## src/rtl/mips_mem_pkg.sv

```systemverilog
// mips_mem_pkg: shared data-cache constants and FSM state type
//   WORDS_PER_LINE - 32-bit words per cache line
//   BYTE_W/OFFSET_W/LINE_LSB - byte, word-offset and line-offset address widths
//   state_t        - controller states IDLE, REFILL, WRITE
package mips_mem_pkg;
    localparam int WORDS_PER_LINE = 4;
    localparam int BYTE_W         = 2;
    localparam int OFFSET_W       = 2;
    localparam int LINE_LSB       = BYTE_W + OFFSET_W;

    typedef enum logic [1:0] {
        S_IDLE   = 2'd0,
        S_REFILL = 2'd1,
        S_WRITE  = 2'd2
    } state_t;
endpackage

```

## src/rtl/dcache_array.sv

```systemverilog
// dcache_array: valid/tag/data storage for the direct-mapped data cache
//   clk, rst_n          - clock, async active-low reset (clears valid bits only)
//   i_idx, i_off        - combinational read port: line index and word offset
//   o_valid/o_tag/o_word - selected line state and word
//   i_we, i_wr_off, i_wdata - word write into line i_idx
//   i_fill, i_wtag      - line fill completion: store tag, set valid
module dcache_array
    import mips_mem_pkg::*;
#(
    parameter int LINES = 16,
    parameter int WPL   = 4,
    parameter int IW    = 4,
    parameter int TW    = 24
) (
    input  logic                clk,
    input  logic                rst_n,
    input  logic [IW-1:0]       i_idx,
    input  logic [OFFSET_W-1:0] i_off,
    output logic                o_valid,
    output logic [TW-1:0]       o_tag,
    output logic [31:0]         o_word,
    input  logic                i_we,
    input  logic [OFFSET_W-1:0] i_wr_off,
    input  logic [31:0]         i_wdata,
    input  logic                i_fill,
    input  logic [TW-1:0]       i_wtag
);
    logic [LINES-1:0] r_valid;
    logic [TW-1:0]    r_tag  [LINES];
    logic [31:0]      r_data [LINES][WPL];

    assign o_valid = r_valid[i_idx];
    assign o_tag   = r_tag[i_idx];
    assign o_word  = r_data[i_idx][i_off];

    always_ff @(posedge clk or negedge rst_n) begin
        if (!rst_n)
            r_valid <= '0;
        else if (i_fill)
            r_valid[i_idx] <= 1'b1;
    end

    // Tag and data arrays carry no reset; the valid bits alone gate their use.
    always_ff @(posedge clk) begin
        if (i_we)
            r_data[i_idx][i_wr_off] <= i_wdata;
        if (i_fill)
            r_tag[i_idx] <= i_wtag;
    end
endmodule

```

## src/rtl/dcache_ctrl.sv

```systemverilog
// dcache_ctrl: direct-mapped, write-through, no-write-allocate data cache controller
//   clk, rst_n                 - clock, async active-low reset
//   mem_read, mem_write, addr, write_data - pipeline request (held while hit=0)
//   hit, read_data             - completion/stall and load data to the pipeline
//   mem_req, mem_we, mem_addr, mem_wdata  - word transaction to main memory
//   mem_ready, mem_rdata       - memory word handshake and read data
module dcache_ctrl #(
    parameter int LINES          = 16,
    parameter int WORDS_PER_LINE = 4
) (
    input  logic        clk,
    input  logic        rst_n,
    input  logic        mem_read,
    input  logic        mem_write,
    input  logic [31:0] addr,
    input  logic [31:0] write_data,
    output logic        hit,
    output logic [31:0] read_data,
    output logic        mem_req,
    output logic        mem_we,
    output logic [31:0] mem_addr,
    output logic [31:0] mem_wdata,
    input  logic        mem_ready,
    input  logic [31:0] mem_rdata
);
    import mips_mem_pkg::*;

    localparam int IW = $clog2(LINES);
    localparam int TW = 32 - LINE_LSB - IW;
    localparam logic [OFFSET_W-1:0] LAST = OFFSET_W'(WORDS_PER_LINE - 1);

    state_t              r_state;
    state_t              w_next;
    logic [OFFSET_W-1:0] r_cnt;

    logic [TW-1:0]       w_tag;
    logic [IW-1:0]       w_idx;
    logic [OFFSET_W-1:0] w_off;
    logic                w_valid;
    logic [TW-1:0]       w_rtag;
    logic [31:0]         w_word;
    logic                w_line_hit;
    logic                w_is_rd;
    logic                w_refill;
    logic                w_arr_we;
    logic                w_fill;
    logic                w_unused;

    assign w_tag    = addr[31:LINE_LSB+IW];
    assign w_idx    = addr[LINE_LSB+IW-1:LINE_LSB];
    assign w_off    = addr[LINE_LSB-1:BYTE_W];
    assign w_unused = &{1'b0, addr[BYTE_W-1:0]};

    assign w_line_hit = w_valid && (w_rtag == w_tag);
    // A simultaneous read and write is handled as a write.
    assign w_is_rd    = mem_read && !mem_write;
    assign w_refill   = (r_state == S_REFILL);

    // Refill words always land; a store updates the line only if it is resident.
    assign w_arr_we = mem_ready && (w_refill || (r_state == S_WRITE && w_line_hit));
    assign w_fill   = w_refill && mem_ready && (r_cnt == LAST);

    dcache_array #(
        .LINES (LINES),
        .WPL   (WORDS_PER_LINE),
        .IW    (IW),
        .TW    (TW)
    ) u_array (
        .clk      (clk),
        .rst_n    (rst_n),
        .i_idx    (w_idx),
        .i_off    (w_off),
        .o_valid  (w_valid),
        .o_tag    (w_rtag),
        .o_word   (w_word),
        .i_we     (w_arr_we),
        .i_wr_off (w_refill ? r_cnt : w_off),
        .i_wdata  (w_refill ? mem_rdata : write_data),
        .i_fill   (w_fill),
        .i_wtag   (w_tag)
    );

    always_comb begin
        hit       = 1'b1;
        read_data = '0;
        mem_req   = 1'b0;
        mem_we    = 1'b0;
        mem_addr  = '0;
        mem_wdata = '0;
        w_next    = r_state;
        case (r_state)
            S_IDLE: begin
                if (mem_write) begin
                    hit    = 1'b0;
                    w_next = S_WRITE;
                end else if (w_is_rd) begin
                    hit       = w_line_hit;
                    read_data = w_line_hit ? w_word : '0;
                    w_next    = w_line_hit ? S_IDLE : S_REFILL;
                end
            end
            S_REFILL: begin
                hit      = 1'b0;
                mem_req  = 1'b1;
                mem_addr = {w_tag, w_idx, r_cnt, 2'b00};
                w_next   = (mem_ready && r_cnt == LAST) ? S_IDLE : S_REFILL;
            end
            S_WRITE: begin
                hit       = mem_ready;
                mem_req   = 1'b1;
                mem_we    = 1'b1;
                mem_addr  = {addr[31:2], 2'b00};
                mem_wdata = write_data;
                w_next    = mem_ready ? S_IDLE : S_WRITE;
            end
            default: w_next = S_IDLE;
        endcase
    end

    always_ff @(posedge clk or negedge rst_n) begin
        if (!rst_n) begin
            r_state <= S_IDLE;
            r_cnt   <= '0;
        end else begin
            r_state <= w_next;
            // Counter is held at zero in IDLE so every refill starts at word 0.
            r_cnt   <= (r_state == S_IDLE) ? '0 : (w_refill && mem_ready) ? r_cnt + 1'b1 : r_cnt;
        end
    end
endmodule

```

## config.mk

```make
export PLATFORM = sky130hd
export DESIGN_NAME = dcache_ctrl
export DESIGN_NICKNAME = d
export VERILOG_FILES = /design/src/rtl/mips_mem_pkg.sv /design/src/rtl/dcache_array.sv /design/src/rtl/dcache_ctrl.sv
export SDC_FILE = /design/constraint.sdc
export NUM_CORES = 2
export LEC_CHECK = 0
export CAP_MARGIN = 20
export CORE_MARGIN = 8
export CORE_UTILIZATION = 53
export CTS_CLUSTER_DIAMETER = 120
export DETAILED_ROUTE_END_ITERATION = 10
export PLACE_DENSITY_LB_ADDON = 0.1
export SYNTH_ARGS = -nofsm -noshare
export SYNTH_HDL_FRONTEND = slang
export SYNTH_SLANG_ARGS = --single-unit
```

## constraint.sdc

```tcl
create_clock -name clk -period 13.55 [get_ports clk]
set_input_delay 2.71 -clock clk [delete_from_list [all_inputs] [get_ports clk]]
set_output_delay 2.71 -clock clk [all_outputs]
set_load 0.005 [all_outputs]
```

# Word-level counts from Yosys, hierarchy flattened
# Memory sizes are Yosys's and may differ from the RTL's.
# Index checks and enable logic that the tools add are counted.
op_classes:
  magnitude_cmp: 5
  n_eq_ne: 5
  muxes: 34
  n_reduce_logical: 14
  addsub: 1
  bitwise: 3
ops:
  columns: ["operator", "n"]
  rows:
  - ["32-bit two-way mux", 9]
  - ["128-bit two-way mux", 1]
  - ["32-bit binary-select mux with 2-bit select", 1]
  - ["32-bit demux with 2-bit select", 1]
  - ["32-bit case mux with 2 select lines", 1]
  - ["24-bit equality test", 1]
  - ["16-bit OR", 1]
  - ["2-bit two-way mux", 6]
  - ["1-bit two-way mux", 11]
  - ["1-bit logical AND", 9]
  - ["3-bit >= comparator, second input constant", 2]
  - ["2-bit NOT with 3-bit output", 2]
  - ["2-bit case mux with 3 select lines", 1]
  - ["4-bit by 5-bit < comparator with 1-bit output, second input constant", 1]
  - ["1-bit binary-select mux with 4-bit select", 1]
  - ["1-bit demux with 4-bit select", 1]
  - ["2-bit equality test, second input constant", 2]
  - ["4-bit by 1-bit >= comparator with 1-bit output, second input constant", 1]
  - ["3-bit by 1-bit < comparator with 1-bit output, second input constant", 1]
  - ["3-bit inequality test, second input constant", 1]
  - ["1-bit case mux with 3 select lines", 1]
  - ["2-bit by 1-bit adder with 2-bit output, second input constant", 1]
  - ["2-bit by 1-bit equality test with 1-bit output, second input constant", 1]
  - ["2-bit logical NOT", 1]
  - ["other kinds (4)", 4]
word_totals:
  wordCells: 67
  n_memories: 2
  ff_bits: 20
  ramBits: 2432
mem_list:
  columns: ["memory", "depth", "word_bits", "read_ports", "rd_ports_with_merged_regs", "wr", "line", "source"]
  rows:
  - ["u_array.r_data", 16, 128, 1, 0, 1, "dcache_array.sv:30", "logic [31:0] r_data [LINES][WPL];"]
  - ["u_array.r_tag", 16, 24, 1, 0, 1, "dcache_array.sv:29", "logic [TW-1:0] r_tag [LINES];"]

# Logic depth before layout (Yosys ltp)
depth:
  word_depth: 8
  ltp_mapped: 14
  mapped_depth_nobuf: 8

# Modules after synthesis
# From an unflattened synthesis, not the netlist that was laid out.
unflattened:
  cells_unflattened: 4346
  area_unflattened_um2: 95271.4
modules_own_cells:
  columns: ["mod", "n_inst", "area_per_inst_um2", "cells_per_inst"]
  rows:
  - ["dcache_array", 1, 93388.3, 4076]
  - ["dcache_ctrl", 1, 1883.1, 270]

# Worst setup path after synthesis
# Ideal clock, no wire load.
synth_path:
  path_type: "input port to flip-flop"
  start: "in addr[4]"
  end: "mem u_array.r_data[13][64] in the netlist's numbering (enable)"
  t_arrival_ns: 8.678
  cell_stages: 14
  setup_ns: 0.513
  required_time_ns: 13.037
  setup_slack_ns: 4.359
  path_cell_list: "buf_6 buf_6 buf_6 buf_6 buf_4 mux2_1 a2bb2oi_1 o22ai_1 a2111oi_0 a31oi_1 nor3_2 a31oi_1 buf_2 nor4b_1"
synth_via:
  elab_chain_len: 8
synth_lines:
  columns: ["element", "line", "source"]
  rows:
  - ["start, declared", "dcache_ctrl.sv:15", "input logic [31:0] addr,"]
  - ["memory read 16 x 24 bit / 1-bit binary-select mux with 4-bit select (equally long branches)", null, null]
  - ["24-bit equality test / 1-bit two-way mux (equally long branches)", "dcache_ctrl.sv:54, dcache_array.sv:32", null]
  - ["1-bit logical AND", "dcache_ctrl.sv:54", "assign w_line_hit = w_valid && (w_rtag == w_tag);"]
  - ["1-bit logical AND", "dcache_ctrl.sv:60", "assign w_arr_we = mem_ready && (w_refill || (r_state == S_WRITE && w_line_hit));"]
  - ["1-bit logical OR", "dcache_ctrl.sv:60", null]
  - ["1-bit logical AND", "dcache_ctrl.sv:60", null]
  - ["1-bit two-way mux", "dcache_array.sv:45", "if (i_we)"]
  - ["128-bit two-way mux (implied by the code)", "dcache_array.sv:46", "r_data[i_idx][i_wr_off] <= i_wdata;"]
  - ["end, declared", "dcache_array.sv:30", null]
# Parallel ways exist; a longest one is shown, timed or not. The select of a mux whose other input is x is not followed.

# Worst setup path in the final report
layout_path:
  start: "in addr[4]"
  end: "out read_data[30]"
layout_via:
  elab_chain_len: 8
layout_lines:
  columns: ["element", "line", "source"]
  rows:
  - ["memory read 16 x 128 bit", null, null]
  - ["32-bit binary-select mux with 2-bit select", "dcache_array.sv:34", "assign o_word = r_data[i_idx][i_off];"]
  - ["32-bit two-way mux (implied by the code) (2 in series)", "dcache_array.sv:34", null]
  - ["32-bit two-way mux (*)", "dcache_ctrl.sv:98", "read_data = w_line_hit ? w_word : '0;"]
  - ["32-bit two-way mux (*)", "dcache_ctrl.sv:96", "end else if (w_is_rd) begin"]
  - ["32-bit two-way mux (*)", "dcache_ctrl.sv:93", "if (mem_write) begin"]
  - ["32-bit two-way mux (*)", "dcache_ctrl.sv:91", "case (r_state)"]
  - ["end, declared", "dcache_ctrl.sv:18", "output logic [31:0] read_data,"]
# Mark *: on every way between the ends. The rest lies on a longest branch, timed or not. The select of a mux whose other input is x is not followed.

==> run_results.csv <==
group,metric,value,unit
outcome,status,"finished clean",
sta,slew_headroom,24.0,%
logic_synthesis,synth_cell_types,61,
setup_path,crit_start,"addr[4]",
global_routing,grt_pass1_wl,339,mm
logic_synthesis,avgSynthCellArea,24.1,µm²
clocking,cts_inserted_buffers,240,
global_routing,grt_busiest_layer,"met2",
min_path,worstHoldStart,"u_array.r_valid[14]",
setup_path,ff2ff_setup_slack,7960,ps
setup_path,end_kind,"output pin",
sta,fin_skew,34.7,ps
logic_synthesis,synth_edf_count,2432,
setup_path,crit_required,10840,ps
cells_and_area,final_cell_mix,"edfxtp_1, mux4_2, clkbuf_16",
cells_and_area,nets,4457,
floorplan,rows,156,
setup_path,rr_worst_depth,8,
clocking,clkTransAtPathRegs,60,ps
global_routing,grt_use_met1,35.6,%
route,avgRoutedWirePerCell,34.7,µm
placed_design,place_congestion,0.769,
route,post-route-drc-count,0,
global_routing,grt_pass1_vias,45200,
setup_path,worstSetupPathType,"in -> out",
route,dr.first_iter.drc_count,5597,
min_path,holdCritPathClass,"reg -> reg",
cells_and_area,drive_above_1_share,30.6,%
power_and_ir_drop,power,16.8,mW
sta,period_minus_slack,10670,ps
floorplan,ioPinCount,200,
route,vias,44400,
cells_and_area,syn_to_final_growth,14.2,%
power_and_ir_drop,p_per_area,154,nW/µm²
route,routed_via_density,6.41,
sta,rsz0062_at_grt,"false",
clocking,clock_sinks,2452,
setup_path,r2r-end,"u_array.r_data[13][78]",
route,wirelength,240,mm
cells_and_area,layout_commonest_cell,"edfxtp_1",
clocking,cts_setup_buffers,0,
logic_synthesis,yosysWarnings,0,
run,drv_cap,0,
setup_path,start_kind,"input pin",
floorplan,die_y,441,µm
sta,max_freq,0.0937,GHz
clocking,cts_resized,0,
power_and_ir_drop,p_leak,34.0,nW
logic_synthesis,ys_ff_latch,2452,
setup_path,cp_data_arrival_time,7960,ps
sta,final-hold-violation-count,0,
global_routing,grt_max_degree,133,
logic_synthesis,syn_area,95500,µm²
global_routing,grt_antenna_before_repair,13,
cells_and_area,design_area,109000,µm²
clocking,h-tree-depth,4,
placed_design,dp_cells,6466,
sta,slew_violations,0,
sta,whs,466,ps
placed_design,dp_hpwl,127,mm
clocking,cts-root-buf,"clkbuf_16",
global_routing,grtUsageMet2,39.0,%
clocking,hold_buffers,0,
logic_synthesis,synthArstFlopShare,0.816,%
sta,fin_setup_tns,0,ps
sta,setup_ws,2880,ps
floorplan,fp.dieW,441,µm
sta,worst_pin_slew,1140,ps
route,drt-pass1-iter-count,6,
global_routing,grt_use_total,24.8,%
cells_and_area,instances_no_fill,6928,
placed_design,place_ws,2790,ps
clocking,cts_tree,"yes",
setup_path,worst-path-max-fanout,112,
sta,setup_viol_count_final,0,
logic_synthesis,postSynthCellCount,3968,
floorplan,core,180000,µm²
global_routing,met3_usage,5.59,%
route,ant_nets,0,
placed_design,placed_area,101000,µm²
placed_design,portBuffers,195,
clocking,clock_latency,870,ps
floorplan,start_util,53.1,%
setup_path,reg2reg_from,"u_array.r_tag[14][12]",
global_routing,grt_overflow_total,0,
logic_synthesis,ys.flop_type,"edfxtp_1",
logic_synthesis,synth_seq_area_share,77.0,%
floorplan,die_area,194000,µm²
clocking,clk_path_buf_depth,3,
sta,finalCritPeriodShare,78.7,%
power_and_ir_drop,ir_drop,0.000137,V
setup_path,endpoint,"read_data[30]",
cells_and_area,final_util,60.6,%
[kinds of logic (layout without fill, tap and decap cells)]
logic type	after synthesis	after routing	synth area share, %
compound gates	86	86	0.722
fa+ha+maj	5	5	0.0655
flops	2452	2452	77.0
mux	865	865	19.1
xor+xnor	22	22	0.202
buf+inv	231	818	1.11
simple gates	306	306	1.85
other cells	1	4	0.00392
[power breakdown]
part           total (mW)  internal (mW)  switching (mW)
clock network        6.39           3.62            2.77
logic                1.62          0.536            1.08
registers            8.83           8.81          0.0150
total                16.8           13.0            3.87
[flip-flops by register name (all words and copies together) (netlist names)]
| signal | flops |
|---|---|
| r_state | 2 |
| r_cnt | 2 |
| u_array.r_tag | 384 |
| u_array.r_data | 2048 |
| u_array.r_valid | 16 |
[final cells by class]
| cell class | count | area, µm² |
|---|---|---|
| antenna | 2 | 5.00 |
| clock buffer | 317 | 6390 |
| clock inverter | 130 | 1110 |
| fill | 12500 | 70900 |
| inverter | 12 | 45.0 |
| multi-input combinational | 1286 | 21600 |
| sequential | 2452 | 73500 |
| tap | 2370 | 2970 |
| timing repair buffer | 359 | 3460 |
[Yosys cell counts (all sizes together) (3+ instances only)]
cell type  number  area share (%)
nand3          15           0.079
a22oi          10           0.079
nand2b          9           0.059
or2            16            0.10
nor2b          44            0.29
edfxtp       2432              76
xnor2          17            0.16
buf           100            0.60
a32oi           3           0.035
nand2          30            0.12
a2111oi         3           0.054
o2bb2ai         3           0.028
ha              5           0.065
a22o           16            0.15
clkbuf        119            0.47
nand4           6           0.039
nor2           47            0.18
mux2i          62            0.65
inv            11           0.043
a221oi          4           0.037
nor4b           7           0.077
o22ai           5           0.033
dfrtp          20            0.52
o21a            6           0.047
a21oi           6           0.031
nor4            8           0.052
nor3           55            0.38
mux2           41            0.48
and2           63            0.41
a31oi           6           0.039
a211oi          5           0.039
xor2            5           0.046
mux4          762              18
o21ai           5           0.026
[critical path, stage by stage]
cell and delay, ps:
buf_8 560, buf_12 680, mux4_2 610, mux2i_1 400, xnor2_1 130, nor4b_1 270
nand4b_1 170, a2111oi_2 770, nand4_1 180, buf_4 370, nor2b_1 320, clkdlybuf4s50_1 560
[how the worst min path moves through the flow]
stage                                to  slack, ps  cells after the start
floorplan           u_array.r_valid[10]        430                      1
global placement    u_array.r_valid[10]        450                      1
detailed placement  u_array.r_valid[14]        450                      1
CTS                 u_array.r_valid[14]        470                      1
global route        u_array.r_valid[14]        470                      1
finish              u_array.r_valid[14]        470                      1
[routing by layer]
| metal | vias to the layer above | routed length, µm |
|---|---|---|
| met5 | - | 27 |
| met4 | 4 | 6540 |
| met3 | 353 | 20400 |
| met2 | 1923 | 116000 |
| met1 | 24200 | 97700 |
| li1 | 17900 | - |
Note: power is estimated with default switching activity, not from simulation.
